## src/rtl/mux_bus_arbiter.sv

```systemverilog
// Two-requester round-robin arbiter driving a 2:1 bus mux, with bounded bursts
// and a one-entry registered output stage (valid/ready on every side).
module mux_bus_arbiter #(
  parameter int WIDTH     = 16,
  parameter int MAX_BURST = 4
) (
  input  logic             clk,
  input  logic             rst,
  input  logic             a_valid,
  input  logic [WIDTH-1:0] a_data,
  output logic             a_ready,
  input  logic             b_valid,
  input  logic [WIDTH-1:0] b_data,
  output logic             b_ready,
  output logic             out_valid,
  output logic [WIDTH-1:0] out_data,
  output logic             out_src,
  input  logic             out_ready,
  output logic             sel_mux
);

  localparam int            CW   = (MAX_BURST > 1) ? $clog2(MAX_BURST) : 1;
  localparam logic [CW-1:0] LAST = CW'(MAX_BURST - 1);

  typedef enum logic [1:0] {IDLE, GRANT_A, GRANT_B} state_t;

  state_t        state, state_nxt;
  logic          last_grant, last_grant_nxt;   // 0=A, 1=B
  logic [CW-1:0] burst_cnt, burst_cnt_nxt;
  logic          can_load, a_xfer, b_xfer, xfer;

  assign can_load = ~out_valid | out_ready;
  assign a_xfer   = a_valid & a_ready;
  assign b_xfer   = b_valid & b_ready;
  assign xfer     = a_xfer | b_xfer;

  always_ff @(posedge clk or posedge rst) begin
    if (rst) begin
      state      <= IDLE;
      last_grant <= 1'b1;
      burst_cnt  <= '0;
    end else begin
      state      <= state_nxt;
      last_grant <= last_grant_nxt;
      burst_cnt  <= burst_cnt_nxt;
    end
  end

  always_comb begin
    state_nxt      = state;
    last_grant_nxt = last_grant;
    burst_cnt_nxt  = burst_cnt;
    case (state)
      IDLE: begin
        // Tie goes to whoever was not granted last.
        if (a_valid && (!b_valid || last_grant)) begin
          state_nxt      = GRANT_A;
          last_grant_nxt = 1'b0;
          burst_cnt_nxt  = '0;
        end else if (b_valid) begin
          state_nxt      = GRANT_B;
          last_grant_nxt = 1'b1;
          burst_cnt_nxt  = '0;
        end
      end
      GRANT_A: begin
        if (a_valid) begin
          if (a_xfer) begin
            if (burst_cnt == LAST) begin
              burst_cnt_nxt = '0;
              if (b_valid) begin
                state_nxt      = GRANT_B;
                last_grant_nxt = 1'b1;
              end
            end else begin
              burst_cnt_nxt = burst_cnt + 1'b1;
            end
          end
        end else if (b_valid) begin
          state_nxt      = GRANT_B;
          last_grant_nxt = 1'b1;
          burst_cnt_nxt  = '0;
        end else begin
          state_nxt = IDLE;
        end
      end
      GRANT_B: begin
        if (b_valid) begin
          if (b_xfer) begin
            if (burst_cnt == LAST) begin
              burst_cnt_nxt = '0;
              if (a_valid) begin
                state_nxt      = GRANT_A;
                last_grant_nxt = 1'b0;
              end
            end else begin
              burst_cnt_nxt = burst_cnt + 1'b1;
            end
          end
        end else if (a_valid) begin
          state_nxt      = GRANT_A;
          last_grant_nxt = 1'b0;
          burst_cnt_nxt  = '0;
        end else begin
          state_nxt = IDLE;
        end
      end
      default: state_nxt = IDLE;
    endcase
  end

  // Readies depend only on grant state and output-stage space.
  always_comb begin
    a_ready = 1'b0;
    b_ready = 1'b0;
    sel_mux = 1'b0;
    case (state)
      GRANT_A: a_ready = can_load;
      GRANT_B: begin
        b_ready = can_load;
        sel_mux = 1'b1;
      end
      default: ;
    endcase
  end

  always_ff @(posedge clk or posedge rst) begin
    if (rst) begin
      out_valid <= 1'b0;
      out_data  <= '0;
      out_src   <= 1'b0;
    end else if (xfer) begin
      out_valid <= 1'b1;
      out_data  <= sel_mux ? b_data : a_data;
      out_src   <= sel_mux;
    end else if (out_ready) begin
      out_valid <= 1'b0;
    end
  end

endmodule

```

## config.mk

```make
export PLATFORM = sky130hd
export DESIGN_NAME = mux_bus_arbiter
export DESIGN_NICKNAME = d
export VERILOG_FILES = /design/src/rtl/mux_bus_arbiter.sv
export SDC_FILE = /design/constraint.sdc
export NUM_CORES = 1
export LEC_CHECK = 0
export CORE_UTILIZATION = 25
export CTS_BUF_LIST = sky130_fd_sc_hd__clkbuf_2
export DETAILED_ROUTE_END_ITERATION = 10
export GPL_ROUTABILITY_DRIVEN = 0
export PLACE_DENSITY_LB_ADDON = 0.05
export REMOVE_ABC_BUFFERS = 1
export SKIP_LAST_GASP = 1
export SYNTH_ARGS = -nofsm -noshare
export SYNTH_HDL_FRONTEND = slang
export SYNTH_SLANG_ARGS = --single-unit
```

## constraint.sdc

```tcl
create_clock -name clk -period 1.8 [get_ports clk]
set_input_delay 0.18 -clock clk [delete_from_list [all_inputs] [get_ports clk]]
set_output_delay 0.18 -clock clk [all_outputs]
set_load 0.01 [all_outputs]
```

==> results of run 1 <==
==> sequential cells by signal, summed over array words and instances (netlist names) <==
name and count:
out_data 16, burst_cnt 2, out_valid 1, state 2, last_grant 1, out_src 1
==> worst max-delay path, cell delays in order (launching register included) <==
cell           delay [ns]
dfrtp_1              0.43
buf_4                0.15
ha_4                 0.17
and2_1               0.14
dlygate4sd2_1        0.28
==> layout make-up <==
class	instances	area [sq um]	area share
repair buffers	75	701.9	0.3408
multi-input cells	93	654.4	0.3177
flip-flops and latches	23	576.8	0.2801
well taps	67	83.83	0.04070
inverters	6	22.52	0.01094
clock buffers	3	15.01	0.007290
clock inverters	1	5.005	0.002430
==> cell usage in the layout (no fill, tap or decap), drive strengths merged, types with 2 or more instances in the layout <==
master	n
inv	6
a21oi	21
clkdlybuf4s50	54
nor2b	2
nor2	19
ha	5
dfrtp	22
and2	2
dlygate4sd2	2
o21ai	2
buf	18
nand2	5
mux2i	17
clkbuf	4
nand2b	2
mux2	2
==> what timing repair did <==
item | 4_1_cts | 5_1_grt
buffers inserted | 5 | 1
pin swaps | 1 | 0
endpoints found under the setup margin | 3 | 8
gates resized for setup | 9 | 3
hold buffers | 0 | 0
==> power breakdown <==
group	leakage (nW)	internal (W)	total, W	switching [W]
combinational	0.588	0.000963	0.00174	0.000781
clock	0.0164	0.0000504	0.000205	0.000155
sequential	0.265	0.000760	0.000897	0.000136
==> kinds of logic (layout without fill, tap and decap cells) <==
| logic type | after synthesis | in the layout | share of synthesized area |
|---|---|---|---|
| and+or+nand+nor | 36 | 36 | 0.1330 |
| muxes | 19 | 19 | 0.1517 |
| adders and majority gates | 5 | 5 | 0.04926 |
| AOI/OAI and AO/OA | 33 | 33 | 0.1616 |
| DFF | 23 | 23 | 0.4542 |
| buffers and inverters | 14 | 85 | 0.05025 |
==> layer usage <==
layer | track usage | wire (um)
met3 | 0.02743 | 173
met4 | 0.05229 | 23
met5 | 0 | 0
met1 | 0.1449 | 1330
met2 | 0.2469 | 1706
==> per-stage QoR <==
stage	setup TNS (ns)	worst slack [ns]	utilization	power [W]	hold slack [ns]
after global placement	0	0.09096	0.4096	0.002542	0.4425
after floorplan	-16.59	-1.082	-	0.001758	0.1812
final	0	0.1337	0.4275	0.002846	0.05326
after global routing	0	0.006203	0.4275	0.003094	0.05311
after CTS	0	0.05779	0.4260	0.002874	0.02937
after detailed placement	0	0.07704	0.4096	0.002568	0.4399
==> worst max path at each step <==
stage,end,cells past startpoint
6_report,b_ready,4
4_1_cts,a_ready,5
5_1_grt,out_data[9]$_DFFE_PP0P_,9
3_3_place_gp,state[1]$_DFFE_PP0P_,7
3_5_place_dp,out_src$_DFFE_PP0P_,6
2_1_floorplan,burst_cnt[0]$_DFFE_PP0P_,6
==> out/qor.txt, run 1 <==
RR Startpoint = state[1]$_DFFE_PP0P_
dpl hpwl = 2537 um
Post-Layout Cell Count = 268
VDD IR max = 443.2 uV
Seq/Total Area, Yosys = 0.4542
CTS Root Cell = clkbuf_2
FF-to-FF setup slack = 0.15 ns
Mapped Area = 0.001270 sq mm
Mean Syn Cell Area = 9.769 sq um
Crit Path Class = reg -> out
vias in the first global route = 1175
Synth Instances = 130
antenna-violating nets left = 0
worst-margin pin slew = 0.2920 ns
chip width = 73.28 um
dpl cells = 258
setup repair after global routing missed its margin = no
Pins Over Slew Limit = 0
drt pass-1 iters = 4
CTS Buf Count = 3
GRT Total Usage = 0.1323
Synth Register Bits = 23
clk_skew = 0.005500 ns
filler cell count = 501
Hold Fails Final Rpt = 0
initial core utilization = 0.2636
Worst Path Required = 1.62 ns
Synth top area share = 0.4335
share of cells above drive strength 1 = 0.1692
fin crit period = 1.666 ns
Starting DRT DRC Count = 45
hold crit path type = in -> async
PwrDens = 1382 mW/mm^2
DRC = 0
fmax = 600.1 MHz
crit share post-route = 0.9257
Avg WL per Cell = 12.07 um
Vias/cell = 4.381
CP Capture Type = primary output
clk buf depth = 2
worst-path maximum fanout = 5
vias = 1174
clock-pin slew on the worst setup and hold paths = 0.22 ns
area of the core = 0.004817 sq mm
max_cap viols = 0
row cnt = 25
first-pass GRT wire length = 5333 um
dpl cell area = 0.001973 sq mm
crit path from = state[1]$_DFFE_PP0P_
Synth Flop Type = dfrtp_1
CTS tree = done
total global routing overflow = 0
Top Ports = 58
design area = 0.002059 sq mm
most frequent cells after synthesis = dfrtp_1 (22), a21oi_1 (21), nor2_1 (19)
largest net degree at the start of global routing = 14
status = finished clean
die area = 0.005369 sq mm
Synth Warn # = 0
drt total wl = 3235 um
Post-synth EDFFs = 0
FFs w/ async S/R, synth = 1.000
relative slew slack = 0.8051
H-tree depth = 1
Die Span Y = 73.28 um
IO Port Bufs = 57
area leader, netlist = dfrtp_1
Worst Reg-to-Reg Cells = 7
Worst EP arrival = 1.49 ns
final setup fails = 0
count leader, synth = dfrtp_1
Startpoint Class = flop
clk sinks = 23
final net count = 244
Synth cell types = 33
largest cells by area after synthesis = dfrtp_1 (43%), mux2i_1 (13%), a21oi_1 (8.3%)
area grow syn2layout = 62.17%
Pleak = 0.8701 nW
RR Endpoint = out_src$_DFFE_PP0P_
n_diodes = 0
initial antenna violation count = 0
Clk Latency, worst-skew pair = 0.32 ns
(Power assumes the default switching activity.)
==> inputs of run 2 (changes only) <==
- CAP_MARGIN: not set -> 10
- clock period: 1.8 -> 1.4 ns (I/O delays scaled with it)
==> run 2 against run 1 <==
The flow now finishes with violations (setup timing). Via count up 4.9%. Wire length up 10%. Worst setup slack worse by 0.38 ns. Highest routed layer unchanged.
==> out/qor.txt, run 2 (same netlist as run 1, synthesis figures left out) <==
status = finished with violations
failing checks = setup timing
Top Ports = 58 (unchanged)
clk sinks = 23 (unchanged)
crit share post-route = 1.177
n_diodes = 0 (unchanged)
RR Endpoint = state[0]$_DFFE_PP0P_
chip width = 73.28 um (unchanged)
dpl hpwl = 2418 um (-4.7%)
first-pass GRT wire length = 5540 um (+3.9%)
vias in the first global route = 1173 (-0.17%)
antenna-violating nets left = 0 (unchanged)
Clk Latency, worst-skew pair = 0.33 ns (about the same)
CTS Buf Count = 3 (unchanged)
clk_skew = 0.007147 ns (+0.001647 ns)
commonest cells after routing, fill and taps aside = clkdlybuf4s50_1 (36), dfrtp_1 (22), a21oi_1 (19)
GRT Total Usage = 0.1353 (+0.003078)
CTS tree = done
Crit Path Class = reg -> reg
most frequent CP cell = buf_6
Setup WS post-layout = -0.2482 ns (-0.3819 ns)
largest net degree at the start of global routing = 24 (+10)
cell-by-cell trace of the critical path = buf_6 > ha_4 > a22oi_2 > buf_6 > a31oi_4 > buf_6 > a22o_1
area grow syn2layout = 82.07%
RR Startpoint = state[1]$_DFFE_PP0P_
setup TNS = -4.521 ns (-4.521 ns)
Die Span Y = 73.28 um (unchanged)
Worst EP arrival = 1.89 ns (+0.40 ns)
Largest regs = out_data x16, burst_cnt x2, state x2
H-tree depth = 1 (unchanged)
CP max stage delay = 0.45 ns (+0.02 ns)
row cnt = 25 (unchanged)
clk buf depth = 2 (unchanged)
CTS Root Cell = clkbuf_2
final net count = 258 (+5.7%)
IO Port Bufs = 57 (unchanged)
Hold Fails Final Rpt = 0 (unchanged)
drt pass-1 iters = 4 (unchanged)
share of cells above drive strength 1 = 0.2744 (+0.1053)
commonest non-fill, non-tap cell in the layout = clkdlybuf4s50_1
Final Power = 0.004141 W (+46%)
fmax = 606.7 MHz
Crit path buffers/inverters = 3 (+1)
Avg WL per Cell = 12.65 um (+4.8%)
Worst Reg-to-Reg Cells = 7 (unchanged)
area of the core = 0.004817 sq mm (unchanged)
hold crit path type = in -> async
clock-pin slew on the worst setup and hold paths = 0.22 ns (about the same)
total global routing overflow = 0 (unchanged)
DRC = 0 (unchanged)
CP delay by family, top = compound AO/OA/AOI/OAI gates
CP Capture Type = flop
PwrDens = 1791 mW/mm^2 (+30%)
VDD IR max = 672.6 uV (+52%)
worst-margin pin slew = 0.2980 ns (+0.005961 ns)
setup repair after global routing missed its margin = yes
drt total wl = 3567 um (+10%)
final setup fails = 25 (+25)
FF-to-FF setup slack = -0.25 ns (-0.40 ns)
initial antenna violation count = 0 (unchanged)
Startpoint Class = flop
Post-CTS Hold Buffers = 0 (unchanged)
fin crit period = 1.648 ns
relative slew slack = 0.8007 (-0.004382)
Vias/cell = 4.369 (-0.27%)
initial core utilization = 0.2636 (unchanged)
filler cell count = 473 (-5.6%)
worst-path maximum fanout = 4 (-1)
Pleak = 0.9983 nW (+15%)
slowest CP cell = dfrtp_1
max FFs per register = 16 (unchanged)
Pins Over Slew Limit = 0 (unchanged)
pre-CTS WS = -0.3062 ns (-0.3833 ns)
vias = 1232 (+4.9%)
die area = 0.005369 sq mm (unchanged)
Starting DRT DRC Count = 54 (+20%)
max_cap viols = 0 (unchanged)
Worst Path Required = 1.64 ns (+0.02 ns)
Reg with most FFs = out_data
## run 2: changes by cell type in the layout (fill, tap and decap cells not counted), sizes merged
cell           change
clkbuf             +1
dlygate4sd2       +16
clkdlybuf4s50     -18
buf               +15
## run 2: final cells by class
class	instances	area, sq um	area share
inverters	6	25.02	0.01082
flip-flops and latches	23	576.8	0.2495
clock inverters	1	5.005	0.002164
clock buffers	3	15.01	0.006493
repair buffers	89	880.8	0.3810
multi-input cells	93	725.7	0.3139
well taps	67	83.83	0.03626
## run 2: repair_timing
item,4_1_cts,5_1_grt
resized for setup,56,13
cloned,1,2
pin swaps,10,2
endpoints found under the setup margin,43,25
setup buffers,10,0
## run 2: per-layer routing
| metal | GRT usage | up-vias | share of wire |
|---|---|---|---|
| li1 | - | 619 | - |
| met1 | 0.1790 | 572 | 0.43 |
| met2 | 0.2160 | 39 | 0.51 |
| met3 | 0.03292 | 2 | 0.059 |
| met4 | 0.04575 | 0 | 0.0070 |
| met5 | 0 | - | 0 |
## run 2: power breakdown
part           leakage, nW  internal [W]  switching [W]
sequential           0.265      0.000977       0.000160
clock               0.0164     0.0000648       0.000201
combinational        0.716       0.00153        0.00121
total                0.998       0.00257        0.00157
## run 2: how the worst max path moves through the flow
stage,startpoint,endpoint,slack (ns),cells past startpoint
2_1_floorplan,state[0]$_DFFE_PP0P_,burst_cnt[0]$_DFFE_PP0P_,-1.48,6
6_report,state[1]$_DFFE_PP0P_,state[0]$_DFFE_PP0P_,-0.25,7
3_3_place_gp,state[1]$_DFFE_PP0P_,a_ready,-0.20,5
3_5_place_dp,state[0]$_DFFE_PP0P_,burst_cnt[0]$_DFFE_PP0P_,-0.31,6
4_1_cts,state[1]$_DFFE_PP0P_,state[0]$_DFFE_PP0P_,-0.23,7
5_1_grt,state[1]$_DFFE_PP0P_,out_data[5]$_DFFE_PP0P_,-0.30,8
## run 2: through the flow
| step | utilization | instances | hold slack (ns) | cell area, sq um |
|---|---|---|---|---|
| after floorplan | - | 122 | 0.1412 | 1229 |
| after global placement | 0.4205 | 265 | 0.4729 | 2026 |
| after detailed placement | 0.4205 | 265 | 0.4921 | 2026 |
| after CTS | 0.4590 | 280 | 0.09385 | 2211 |
| after global routing | 0.4800 | 282 | 0.09257 | 2312 |
| final | 0.4800 | 282 | 0.1023 | 2312 |
## run 2: worst register-to-register path: stages (launching register included)
cell and delay [ns]:
dfrtp_1 0.45, buf_6 0.13, ha_4 0.17, a22oi_2 0.26, buf_6 0.17, a31oi_4 0.04, buf_6 0.14, a22o_1 0.20
==> inputs of run 3 (changes only) <==
- ABC_AREA: not set -> 1
- CELL_PAD_IN_SITES_DETAIL_PLACEMENT: not set -> 1
- CELL_PAD_IN_SITES_GLOBAL_PLACEMENT: not set -> 1
==> run 3 against run 2 <==
The run still ends with setup timing left. Highest routed layer unchanged. Flip-flop and latch count stayed put. Sequential share of layout area is 3.4 points lower. Area after synthesis is 9.3% higher.
==> out/qor.txt, run 3 <==
status = finished with violations
failing checks = setup timing
filler cell count = 595 (+26%)
Worst Path Required = 1.69 ns (+0.05 ns)
Seq/Total Area, Yosys = 0.4157 (-0.03850)
antenna-violating nets left = 0 (unchanged)
Synth Instances = 176 (+35%)
setup TNS = -3.331 ns (+1.190 ns)
FF-to-FF setup slack = -0.18 ns (+0.07 ns)
GRT Total Usage = 0.1830 (+0.04761)
crit path to = out_data[12]$_DFFE_PP0P_
drt pass-1 iters = 3 (-1)
cell-by-cell trace of the critical path = buf_6 > inv_4 > ha_4 > buf_6 > nand2_4 > nand2_8 > nand2_8 > buf_12 > o31ai_4
relative slew slack = 0.7704 (-0.03030)
vias = 1540 (+25%)
final setup fails = 25 (unchanged)
clk buf depth = 2 (unchanged)
CP max stage delay = 0.45 ns (about the same)
area grow syn2layout = 93.33%
Largest regs = out_data x16, burst_cnt x2, state x2
Synth Register Bits = 23 (unchanged)
initial antenna violation count = 0 (unchanged)
fmax = 633.0 MHz (+4.3%)
first-pass GRT wire length = 8383 um (+51%)
max_cap viols = 0 (unchanged)
slowest CP cell = dfrtp_1
initial core utilization = 0.2649 (+0.001294)
Startpoint Class = flop
CP Capture Type = flop
CTS Root Cell = clkbuf_2
clock-pin slew on the worst setup and hold paths = 0.24 ns (+0.02 ns)
FFs w/ async S/R, synth = 1.000 (unchanged)
fin crit period = 1.580 ns (-0.06834 ns)
Synth Warn # = 0 (unchanged)
crit share post-route = 1.128 (-0.04882)
Pins Over Slew Limit = 0 (unchanged)
Crit Path Class = reg -> reg
max FFs per register = 16 (unchanged)
worst-margin pin slew = 0.3443 ns (+0.04639 ns)
clk_skew = 0.002836 ns (-0.004311 ns)
Die Span Y = 76.50 um (+4.4%)
setup repair after global routing missed its margin = yes
Hold Fails Final Rpt = 0 (unchanged)
VDD IR max = 929.6 uV (+38%)
largest net degree at the start of global routing = 24 (unchanged)
DRC = 0 (unchanged)
Synth Flop Type = dfrtp_1
Mean Syn Cell Area = 7.884 sq um (-19%)
Reg with most FFs = out_data
hold crit path type = in -> async
Worst EP arrival = 1.87 ns (-0.02 ns)
Setup WS post-layout = -0.1799 ns (+0.06834 ns)
Synth cell types = 19 (-42%)
IO Port Bufs = 57 (unchanged)
commonest cells after routing, fill and taps aside = nor2_1 (42), nand2_1 (39), clkdlybuf4s50_1 (36)
Pleak = 1.285 nW (+29%)
commonest non-fill, non-tap cell in the layout = nor2_1
RR Startpoint = state[1]$_DFFE_PP0P_
die area = 0.005852 sq mm (+9.0%)
Avg WL per Cell = 14.90 um (+18%)
Vias/cell = 4.464 (+2.2%)
Worst Reg-to-Reg Cells = 9 (+2)
H-tree depth = 1 (unchanged)
final net count = 318 (+23%)
total global routing overflow = 0 (unchanged)
Synth top area share = 0.3968 (-0.03674)
most frequent cells after synthesis = nand2_1 (51), nor2_1 (44), dfrtp_1 (22)
dpl hpwl = 3562 um (+47%)
crit path from = state[1]$_DFFE_PP0P_
Starting DRT DRC Count = 51 (-5.6%)
worst-path maximum fanout = 7 (+3)
area of the core = 0.005238 sq mm (+8.7%)
Top Ports = 58 (unchanged)
Post-synth EDFFs = 0 (unchanged)
count leader, synth = nand2_1
Post-CTS Hold Buffers = 0 (unchanged)
row cnt = 26 (+4.0%)
CTS tree = done
RR Endpoint = out_data[12]$_DFFE_PP0P_
PwrDens = 1958 mW/mm^2 (+9.3%)
drt total wl = 5141 um (+44%)
area leader, netlist = dfrtp_1
n_diodes = 0 (unchanged)
WP depth = 9 (+2)
largest cells by area after synthesis = dfrtp_1 (40%), nand2_1 (14%), nor2_1 (12%)
vias in the first global route = 1775 (+51%)
CTS Buf Count = 3 (unchanged)
Final Power = 0.005252 W (+27%)
chip width = 76.50 um (+4.4%)
Clk Latency, worst-skew pair = 0.35 ns (+0.02 ns)
share of cells above drive strength 1 = 0.3673 (+0.09285)
CP delay by family, top = buffers and inverters
Mapped Area = 0.001388 sq mm (+9.3%)
clk sinks = 23 (unchanged)
Crit path buffers/inverters = 4 (+1)
run 3: area by class of cell:
type | instances | area [sq um] | share of cell area
repair buffers | 102 | 973.4 | 0.3629
multi-input cells | 134 | 969.7 | 0.3615
flip-flops and latches | 23 | 576.8 | 0.2150
well taps | 70 | 87.58 | 0.03265
inverters | 12 | 55.05 | 0.02052
clock buffers | 4 | 20.02 | 0.007463
run 3: routing by layer:
layer	wire length [um]	up-vias	track usage
li1	-	761	-
met1	2058	742	0.1978
met2	2864	31	0.3541
met3	157	6	0.02874
met4	61	0	0.06538
met5	0	-	0
run 3: how the worst min path moves through the flow:
stage / from / endpoint / slack, ns / depth (start not counted)
6_report: rst / out_data[12]$_DFFE_PP0P_ / 0.10 / 3
4_1_cts: rst / out_data[12]$_DFFE_PP0P_ / 0.09 / 3
2_1_floorplan: rst / burst_cnt[0]$_DFFE_PP0P_ / 0.14 / 1
3_3_place_gp: out_data[5]$_DFFE_PP0P_ / out_data[5]$_DFFE_PP0P_ / 0.46 / 2
5_1_grt: rst / out_data[2]$_DFFE_PP0P_ / 0.12 / 3
3_5_place_dp: out_data[3]$_DFFE_PP0P_ / out_data[3]$_DFFE_PP0P_ / 0.48 / 2
run 3: kinds of logic (layout without fill, tap and decap cells):
logic type               after synthesis  in the layout  synth area share
AO/OA/AOI/OAI                         21             21            0.1497
buffers and inverters                 19            118           0.07213
AND/OR/NAND/NOR                      108            108            0.3174
flip-flops                            23             23            0.4157
adder cells (fa/ha/maj)                5              5           0.04509
run 3: timing repair:
action                     in CTS  in global routing
pin swaps                       9                 16
gates cloned                    1                  1
gates resized for setup        73                 27
setup endpoints to repair      44                 26
buffers inserted               16                  1
run 3: power breakdown:
group          internal, W  switching, W  leakage (nW)
clock network    0.0000754      0.000225        0.0166
logic              0.00194       0.00184         0.981
registers         0.000982      0.000187         0.288
run 3: worst min-delay path: stages:
cell and delay [ns]:
clkdlybuf4s50_1 0.39, inv_1 0.05, buf_4 0.32
run 3: metrics by stage:
stage / area, sq um / cells / util / hold WS [ns] / worst slack, ns
final: 2683 / 345 / 0.5122 / 0.1022 / -0.1799
after global routing: 2683 / 345 / 0.5122 / 0.1176 / -0.2179
after CTS: 2541 / 343 / 0.4852 / 0.09125 / -0.1537
after detailed placement: 2211 / 322 / 0.4221 / 0.4783 / -0.1701
after global placement: 2211 / 322 / 0.4221 / 0.4636 / -0.1522
after floorplan: 1333 / 169 / - / 0.1412 / -0.6439
